<file path="config.mk">
export PLATFORM = sky130hd
export DESIGN_NAME = fetch_pc_unit
export DESIGN_NICKNAME = d
export VERILOG_FILES = /design/src/rtl/fetch_pc_unit.sv
export SDC_FILE = /design/constraint.sdc
export NUM_CORES = 1
export LEC_CHECK = 0
export ABC_CLOCK_PERIOD_IN_PS = 6850
export CAP_MARGIN = 10
export CORE_MARGIN = 2
export CORE_UTILIZATION = 38
export DETAILED_ROUTE_END_ITERATION = 8
export PLACE_DENSITY = 0.69
export SETUP_SLACK_MARGIN = 0.05
export SLEW_MARGIN = 40
export SYNTH_ARGS = -nofsm -noshare
export SYNTH_HDL_FRONTEND = slang
export SYNTH_SLANG_ARGS = --single-unit
</file>
<file path="constraint.sdc">
create_clock -name clk -period 6.85 [get_ports clk]
set_input_delay 1.37 -clock clk [delete_from_list [all_inputs] [get_ports clk]]
set_output_delay 1.37 -clock clk [all_outputs]
set_load 0.05 [all_outputs]
</file>
<file path="src/rtl/fetch_pc_unit.sv">
// Instruction-fetch front end: picks the next fetch address (redirect, branch-table
// prediction or sequential), issues in-order imem reads and queues returned instructions.
module fetch_pc_unit #(
    parameter logic [31:0] RESET_VEC   = 32'h0000_0000,
    parameter int          FETCH_DEPTH = 2
) (
    input  logic        clk,
    input  logic        rst,
    output logic [31:0] bt_next_pc,
    output logic        bt_next_pc_valid,
    output logic [31:0] bt_if_pc,
    input  logic [31:0] bt_predicted_pc,
    input  logic        bt_use_prediction,
    input  logic        bt_prediction,
    input  logic        bt_flush,
    input  logic [31:0] redirect_pc,
    output logic        imem_req,
    output logic [31:0] imem_addr,
    input  logic        imem_ack,
    input  logic        imem_rvalid,
    input  logic [31:0] imem_rdata,
    output logic        dec_valid,
    output logic [31:0] dec_instr,
    output logic [31:0] dec_pc,
    input  logic        dec_ready
);

    typedef enum logic {S_INIT, S_RUN} state_e;

    state_e      state_q, state_d;
    logic [31:0] seq_pc_q, seq_pc_d;
    logic [31:0] if_pc_q, if_pc_d;
    logic        pred_window_q, pred_window_d;
    logic [1:0]  outstanding_q, outstanding_d;
    logic [1:0]  drop_cnt_q, drop_cnt_d;
    logic [1:0]  q_count_q, q_count_d;

    // Addresses of in-flight reads, popped in order as responses return.
    logic [31:0] afifo_q [2];
    logic [31:0] afifo_d [2];
    logic        afifo_wr_q, afifo_wr_d, afifo_rd_q, afifo_rd_d;

    logic [31:0] q_instr_q [2];
    logic [31:0] q_instr_d [2];
    logic [31:0] q_pc_q [2];
    logic [31:0] q_pc_d [2];
    logic        q_wr_q, q_wr_d, q_rd_q, q_rd_d;

    logic [31:0] cand;
    logic [2:0]  inflight;
    logic        issue, resp_drop, q_push, dec_pop;

    always_comb begin
        cand = seq_pc_q;
        if (bt_flush)
            cand = redirect_pc;
        else if (pred_window_q && bt_use_prediction && bt_prediction)
            cand = bt_predicted_pc;

        inflight  = {1'b0, outstanding_q} + {1'b0, q_count_q};
        imem_req  = (state_q == S_RUN) && !bt_flush && (inflight < 3'(FETCH_DEPTH));
        issue     = imem_req && imem_ack;
        resp_drop = imem_rvalid && (bt_flush || (drop_cnt_q != 2'd0));
        q_push    = imem_rvalid && !resp_drop;
        dec_valid = (q_count_q != 2'd0) && !bt_flush;
        dec_pop   = dec_valid && dec_ready;

        state_d       = S_RUN;
        // A stalled request keeps whatever target was chosen this cycle.
        seq_pc_d      = issue ? cand + 32'd4 : cand;
        if_pc_d       = issue ? cand : if_pc_q;
        pred_window_d = issue;
        outstanding_d = outstanding_q + 2'(issue) - 2'(imem_rvalid);

        afifo_d    = afifo_q;
        afifo_wr_d = afifo_wr_q ^ issue;
        afifo_rd_d = afifo_rd_q ^ imem_rvalid;
        if (issue)
            afifo_d[afifo_wr_q] = cand;

        drop_cnt_d = drop_cnt_q;
        if (bt_flush)
            drop_cnt_d = outstanding_q - 2'(imem_rvalid);
        else if (imem_rvalid && (drop_cnt_q != 2'd0))
            drop_cnt_d = drop_cnt_q - 2'd1;

        q_instr_d = q_instr_q;
        q_pc_d    = q_pc_q;
        q_wr_d    = q_wr_q;
        q_rd_d    = q_rd_q;
        q_count_d = q_count_q;
        if (bt_flush) begin
            q_rd_d    = q_wr_q;
            q_count_d = 2'd0;
        end else begin
            if (q_push) begin
                q_instr_d[q_wr_q] = imem_rdata;
                q_pc_d[q_wr_q]    = afifo_q[afifo_rd_q];
                q_wr_d            = ~q_wr_q;
            end
            if (dec_pop)
                q_rd_d = ~q_rd_q;
            q_count_d = q_count_q + 2'(q_push) - 2'(dec_pop);
        end
    end

    always_ff @(posedge clk) begin
        if (rst) begin
            state_q       <= S_INIT;
            seq_pc_q      <= RESET_VEC;
            if_pc_q       <= RESET_VEC;
            pred_window_q <= 1'b0;
            outstanding_q <= 2'd0;
            drop_cnt_q    <= 2'd0;
            q_count_q     <= 2'd0;
            afifo_wr_q    <= 1'b0;
            afifo_rd_q    <= 1'b0;
            q_wr_q        <= 1'b0;
            q_rd_q        <= 1'b0;
        end else begin
            state_q       <= state_d;
            seq_pc_q      <= seq_pc_d;
            if_pc_q       <= if_pc_d;
            pred_window_q <= pred_window_d;
            outstanding_q <= outstanding_d;
            drop_cnt_q    <= drop_cnt_d;
            q_count_q     <= q_count_d;
            afifo_wr_q    <= afifo_wr_d;
            afifo_rd_q    <= afifo_rd_d;
            q_wr_q        <= q_wr_d;
            q_rd_q        <= q_rd_d;
        end
    end

    // Storage only; validity is tracked by the reset-controlled pointers and counts.
    always_ff @(posedge clk) begin
        afifo_q   <= afifo_d;
        q_instr_q <= q_instr_d;
        q_pc_q    <= q_pc_d;
    end

    always_ff @(posedge clk) begin
        if (!rst)
            assert (!(q_push && !dec_pop && (q_count_q == 2'd2)));
    end

    assign bt_next_pc       = cand;
    assign imem_addr        = cand;
    assign bt_next_pc_valid = issue;
    assign bt_if_pc         = if_pc_q;
    assign dec_instr        = q_instr_q[q_rd_q];
    assign dec_pc           = q_pc_q[q_rd_q];

endmodule

</file>
==> flow_metrics.tcl, run 1 <==
set metrics [dict create \
    via_per_inst 5.02 \
    die-area_um2 30800 \
    hold_path.startpoint "bt_if_pc[12]" \
    reg2regPathDepth 10 \
    die_w_um 175 \
    outcome "complete, no violations" \
    synth_area_per_cell_um2 13.2 \
    r2r-start "pred_window_q" \
    grt_pass1_vias 7398 \
    synth_top_area_frac 0.516 \
    cp-start-kind "primary input" \
    dp.cells 1450 \
    synthFlopType "edfxtp_1" \
    final_antenna_net_count 0 \
    port_buffers 266 \
    synth.distinct_cells 53 \
    clk_path_buf_depth 3 \
    numCtsBuffers 30 \
    initialDrtViolationCount 470 \
    ir_worst_vdd_mv 0.168 \
    ff2ff_setup_slack_ps 2740 \
    route.detailed.drc 0 \
    drv_slew 0 \
    cts_setup_buffers 0 \
    ys_ff_latch 268 \
    grt_max_degree 45 \
    synth_seq_area_share 0.653 \
    finalNonFillerCells 1506 \
    hold_path_end "bt_if_pc[12]" \
    grt.overflow.total 0 \
    powerDensity_nw_per_um2 278 \
    whs_ps 453 \
    dpl-instance-area_um2 14200 \
    fmax_ghz 0.166 \
    final_hold_viol_count 0 \
    skew_ps 11.4 \
    cts_tree "done" \
    row_count 62 \
    rsz0062_at_grt "no" \
    n_antenna_cell 0 \
    totalWireLength_um 29700 \
    netlist_area_um2 11200 \
    grt_pass1_wl_um 44000 \
    leakagePower_nw 5.15 \
    setup_viol 0 \
    worstPathArrival_ps 4640 \
    fin_area_um2 15200 \
    fillCellCount 2470 \
    crit_path_end_kind "output port" \
    globalplace.congestion 0.806 \
    start_util 0.388 \
    worst_slack_ps 838 \
    synth_edf_count 192 \
    min_period_ps 6010 \
    multiInputGateArea_um2 3430 \
    clkLatencyLatePin_ps 550 \
    worstHoldPathType "reg -> reg" \
    synth_top_area_cell "edfxtp_1" \
    r2r_end "seq_pc_q[28]" \
    finalCritPeriodShare 0.878 \
    wl_per_cell_um 19.7 \
    dr_total_vias 7564 \
    synthTopCellsByArea "edfxtp_1, dfxtp_1, mux2_2" \
    synthCells 845 \
    fin_nets 1211 \
    cp.required_ps 5480 \
    cp_max_fo 16 \
    cts_resized 0 \
    pin_count 267 \
    htree_levels 1 \
    syn_to_final_growth_pct 35.8 \
    setup-tns-final_ps 0 \
    max-slew-margin-rel 0.425 \
    whs_path_depth 2 \
    antenna_found_initial 0 \
    worstSetupPathType "in -> out" \
    cts_sinks 268 \
    yosys_warnings 0 \
    worst_pin_slew_ps 853 \
    synthesis.nets 958 \
    synth-async-reset-ratio 0 \
    drive_above_1_share 0.177 \
    cts_root_buffer "clkbuf_16" \
    seq_area_um2 7290 \
    die-height_um 175 \
    drt-pass1-iter-count 5 \
    grtUsageTotal 0.187 \
    postCtsHoldBufs 0 \
    hpwl_um 19900 \
    pre_cts_slack_ps 899 \
    clkTransAtPathRegs_ps 60 \
    core_region_area_um2 28800 \
    maxCapViolations 0 \
]
## power breakdown
group / switching (W) / internal (W)
sequential: 0.0000341 / 0.00182
combinational: 0.000475 / 0.000278
clock: 0.000635 / 0.000971
## final cells by class
type	count	area share
Clock buffer	40	0.0526
Multi-Input combinational cell	489	0.226
Inverter	12	0.00297
Clock inverter	16	0.0133
Tap cell	384	0.0317
Sequential cell	268	0.481
Timing Repair Buffer	297	0.192
## critical path, stage by stage
cell and delay [ps]:
clkdlybuf4s50_1 590, and3_2 560, buf_4 340, mux2i_1 130, a21oi_1 630, clkdlybuf4s50_1 990
## how the worst max path moves through the flow
stage	from	cells past startpoint	end	slack, ps
floorplan	bt_flush	14	seq_pc_q[18]	1430
detailed placement	bt_use_prediction	6	imem_addr[21]	900
global placement	bt_prediction	6	imem_addr[21]	970
CTS	bt_use_prediction	6	imem_addr[21]	870
global route	bt_prediction	6	imem_addr[21]	770
finish	bt_prediction	6	imem_addr[21]	840
## synth_stat cells, types with 11 or more instances
master	count
edfxtp_1	192
nand2_1	104
mux2_2	98
dfxtp_1	76
a21oi_1	56
nor2_1	55
buf_4	37
clkbuf_1	27
mux2i_1	21
o21ai_0	19
nand3_1	15
xor2_1	13
nor3_1	12
xnor2_1	11
## kinds of logic after synthesis
group / after synthesis / synth area share
flops: 268 / 0.653
simple gates: 225 / 0.0922
mux: 120 / 0.119
compound gates: 111 / 0.0622
buf+inv: 88 / 0.0443
xor+xnor: 24 / 0.0188
fa+ha+maj: 9 / 0.0108
## flip-flops by register name, indices dropped and copies added, names as in the netlist
| register | count |
|---|---|
| q_instr_q | 64 |
| q_rd_q | 1 |
| state_q | 1 |
| drop_cnt_q | 2 |
| q_wr_q | 1 |
| afifo_wr_q | 1 |
| q_count_q | 2 |
| afifo_q | 64 |
| outstanding_q | 2 |
| pred_window_q | 1 |
| q_pc_q | 64 |
| seq_pc_q | 32 |
| bt_if_pc | 32 |
| afifo_rd_q | 1 |
## layout by cell type (no fill, tap or decap), drive strengths merged, types with 4 or more instances in the layout
cell type      instances
o21ai                 21
nand2                106
nand3                 16
clkbuf                40
a31oi                  6
nor4                   4
xor2                  13
mux2i                 21
a21oi                 57
o31ai                  6
a211oi                 5
buf                   33
a41o                   5
mux2                  99
edfxtp               192
nand4                  5
dfxtp                 76
or4                    5
clkinv                12
nor2                  56
inv                   10
xnor2                 11
ha                     8
and2                   5
bufinv                 4
nor3                  13
and3                   5
clkdlybuf4s50        264
## through the flow
step,total power [W],util
2_1_floorplan,0.00237,-
3_3_place_gp,0.00263,0.490
3_5_place_dp,0.00264,0.492
4_1_cts,0.00425,0.527
5_1_grt,0.00436,0.527
6_report,0.00421,0.527
## per-layer routing
layer	share of wire	GRT usage	vias up
met2	0.48	0.314	278
met4	0.012	0.0354	0
li1	-	-	3551
met1	0.44	0.257	3710
met3	0.068	0.0320	25
met5	0	0	-
Power figures use the tool's default switching activity.
==> run 2: changes to the inputs <==
- SLEW_MARGIN: 40 -> 5
==> run 2 against run 1 <==
Net effect:
- sequential share of layout area is 0.28 points higher
- die area stayed put
- largest cell class unchanged
- worst setup slack better by 27 ps
- total power is 1.4% lower
- flip-flop and latch count stayed put
- first-iteration DRC count is 8.9% lower
- combinational power is 2% lower
- utilization is 0.32 points lower
- clock power is 3% lower
- global-route usage is 0.078 points higher
- final cell count is 0.13% lower
- critical endpoint unchanged
==> flow_metrics.tcl, run 2 (same netlist as run 1, synthesis figures left out) <==
set metrics [dict create \
    postCtsHoldBufs 0 \
    worst_pin_slew_ps 1000 \
    rsz0062_at_grt "no" \
    r2r_end "seq_pc_q[28]" \
    grt_pass1_wl_um 44100 \
    die-height_um 175 \
    grtUsageTotal 0.188 \
    setup-tns-final_ps 0 \
    route.detailed.drc 0 \
    fin_nets 1209 \
    hold_path_end "bt_if_pc[26]" \
    grt_pass1_vias 7474 \
    ir_worst_vdd_mv 0.170 \
    cp.required_ps 5480 \
    r2r-start "pred_window_q" \
    worst_path_most_repeated_cell "clkdlybuf4s50_1" \
    top_regs "afifo_q x64, q_instr_q x64, q_pc_q x64" \
    hold_path.startpoint "bt_if_pc[26]" \
    powerDensity_nw_per_um2 276 \
    drt-pass1-iter-count 4 \
    numCtsBuffers 30 \
    cts_root_buffer "clkbuf_16" \
    via_per_inst 5.01 \
    final_antenna_net_count 0 \
    cts_sinks 268 \
    n_antenna_cell 0 \
    initialDrtViolationCount 428 \
    die_w_um 175 \
    row_count 62 \
    min_period_ps 5990 \
    cp_max_fo 16 \
    grt.overflow.total 0 \
    skew_ps 18.3 \
    grt_max_degree 66 \
    die-area_um2 30800 \
    cts_tree "done" \
    globalplace.congestion 0.806 \
    start_util 0.388 \
    core_region_area_um2 28800 \
    final_cell_mix "clkdlybuf4s50_1, edfxtp_1, nand2_1" \
    setup_viol 0 \
    clk_path_buf_depth 3 \
    fmax_ghz 0.167 \
    slowest_delay_ps 980 \
    ff2ff_setup_slack_ps 2830 \
    reg2regPathDepth 10 \
    outcome "complete, no violations" \
    maxCapViolations 0 \
    crit_path_end_kind "output port" \
    drv_slew 0 \
    cts_setup_buffers 0 \
    htree_levels 1 \
    cp_cell_sequence "clkdlybuf4s50_1 -> and3_2 -> buf_4 -> mux2i_1 -> a21oi_1 -> clkdlybuf4s50_1" \
    cp-start-kind "primary input" \
    worstPathArrival_ps 4620 \
    power_w 0.00416 \
    port_buffers 266 \
    totalWireLength_um 29600 \
    worstHoldPathType "reg -> reg" \
    fin_util 0.524 \
    hpwl_um 19700 \
    finalCritPeriodShare 0.874 \
    drive_above_1_share 0.179 \
    worstSetupPathType "in -> out" \
    final_common_cell "clkdlybuf4s50_1" \
    clkLatencyLatePin_ps 550 \
    dr_total_vias 7533 \
    antenna_found_initial 1 \
    syn_to_final_growth_pct 35.0 \
    cts_resized 0 \
    max-slew-margin-rel 0.331 \
    whs_path_depth 2 \
    pin_count 267 \
    final_hold_viol_count 0 \
    cpMaxStageDelayCell "clkdlybuf4s50_1" \
    leakagePower_nw 5.13 \
    wl_per_cell_um 19.7 \
    clkTransAtPathRegs_ps 60 \
]
[run 2: cell count changes in the layout (fill, tap and decap cells not counted), moves of 2 or more]
cell,change
bufinv_16,-3
clkbuf_1,-5
clkbuf_4,+2
clkbuf_8,+3
clkinv_4,-2
ha_2,+2
ha_4,-2
[run 2: cell type report]
cell class | count | area (um^2)
Timing Repair Buffer | 295 | 2870
Tap cell | 384 | 480
Inverter | 12 | 45.0
Clock buffer | 41 | 861
Fill cell | 2458 | 13700
Clock inverter | 15 | 120
Sequential cell | 268 | 7290
Multi-Input combinational cell | 489 | 3400
[run 2: how the worst max path moves through the flow]
| stage | start | end | slack (ps) |
|---|---|---|---|
| detailed placement | bt_use_prediction | imem_addr[21] | 890 |
| CTS | bt_use_prediction | imem_addr[21] | 870 |
| global route | bt_use_prediction | imem_addr[21] | 760 |
| floorplan | bt_flush | seq_pc_q[18] | 1430 |
| global placement | bt_prediction | imem_addr[21] | 970 |
| finish | bt_prediction | imem_addr[21] | 860 |
[run 2: power by group]
part,switching (W),total [W],internal (W)
registers,0.0000409,0.00186,0.00182
clock network,0.000637,0.00156,0.000919
logic,0.000465,0.000739,0.000274
total,0.00114,0.00416,0.00301
[run 2: metrics by stage]
step | area (um^2) | setup slack (ps) | hold WS, ps | instances
4_1_cts | 15100 | 870 | 457 | 1504
5_1_grt | 15100 | 757 | 483 | 1504
3_3_place_gp | 14100 | 968 | 442 | 1448
3_5_place_dp | 14100 | 894 | 449 | 1448
2_1_floorplan | 11200 | 1430 | 490 | 845
6_report | 15100 | 865 | 455 | 1504
[run 2: worst max-delay path: cells and delay by family]
family | cells | cell delay, ps
buf+inv | 3 | 1920
simple gates | 1 | 560
compound gates | 1 | 610
mux | 1 | 130
[run 2: per-layer routing]
metal,global-route usage,vias to the layer above,part of all wire
met5,0,-,0.00030
met4,0.0458,2,0.020
met3,0.0370,44,0.065
met2,0.313,253,0.48
met1,0.253,3688,0.44
li1,-,3546,-
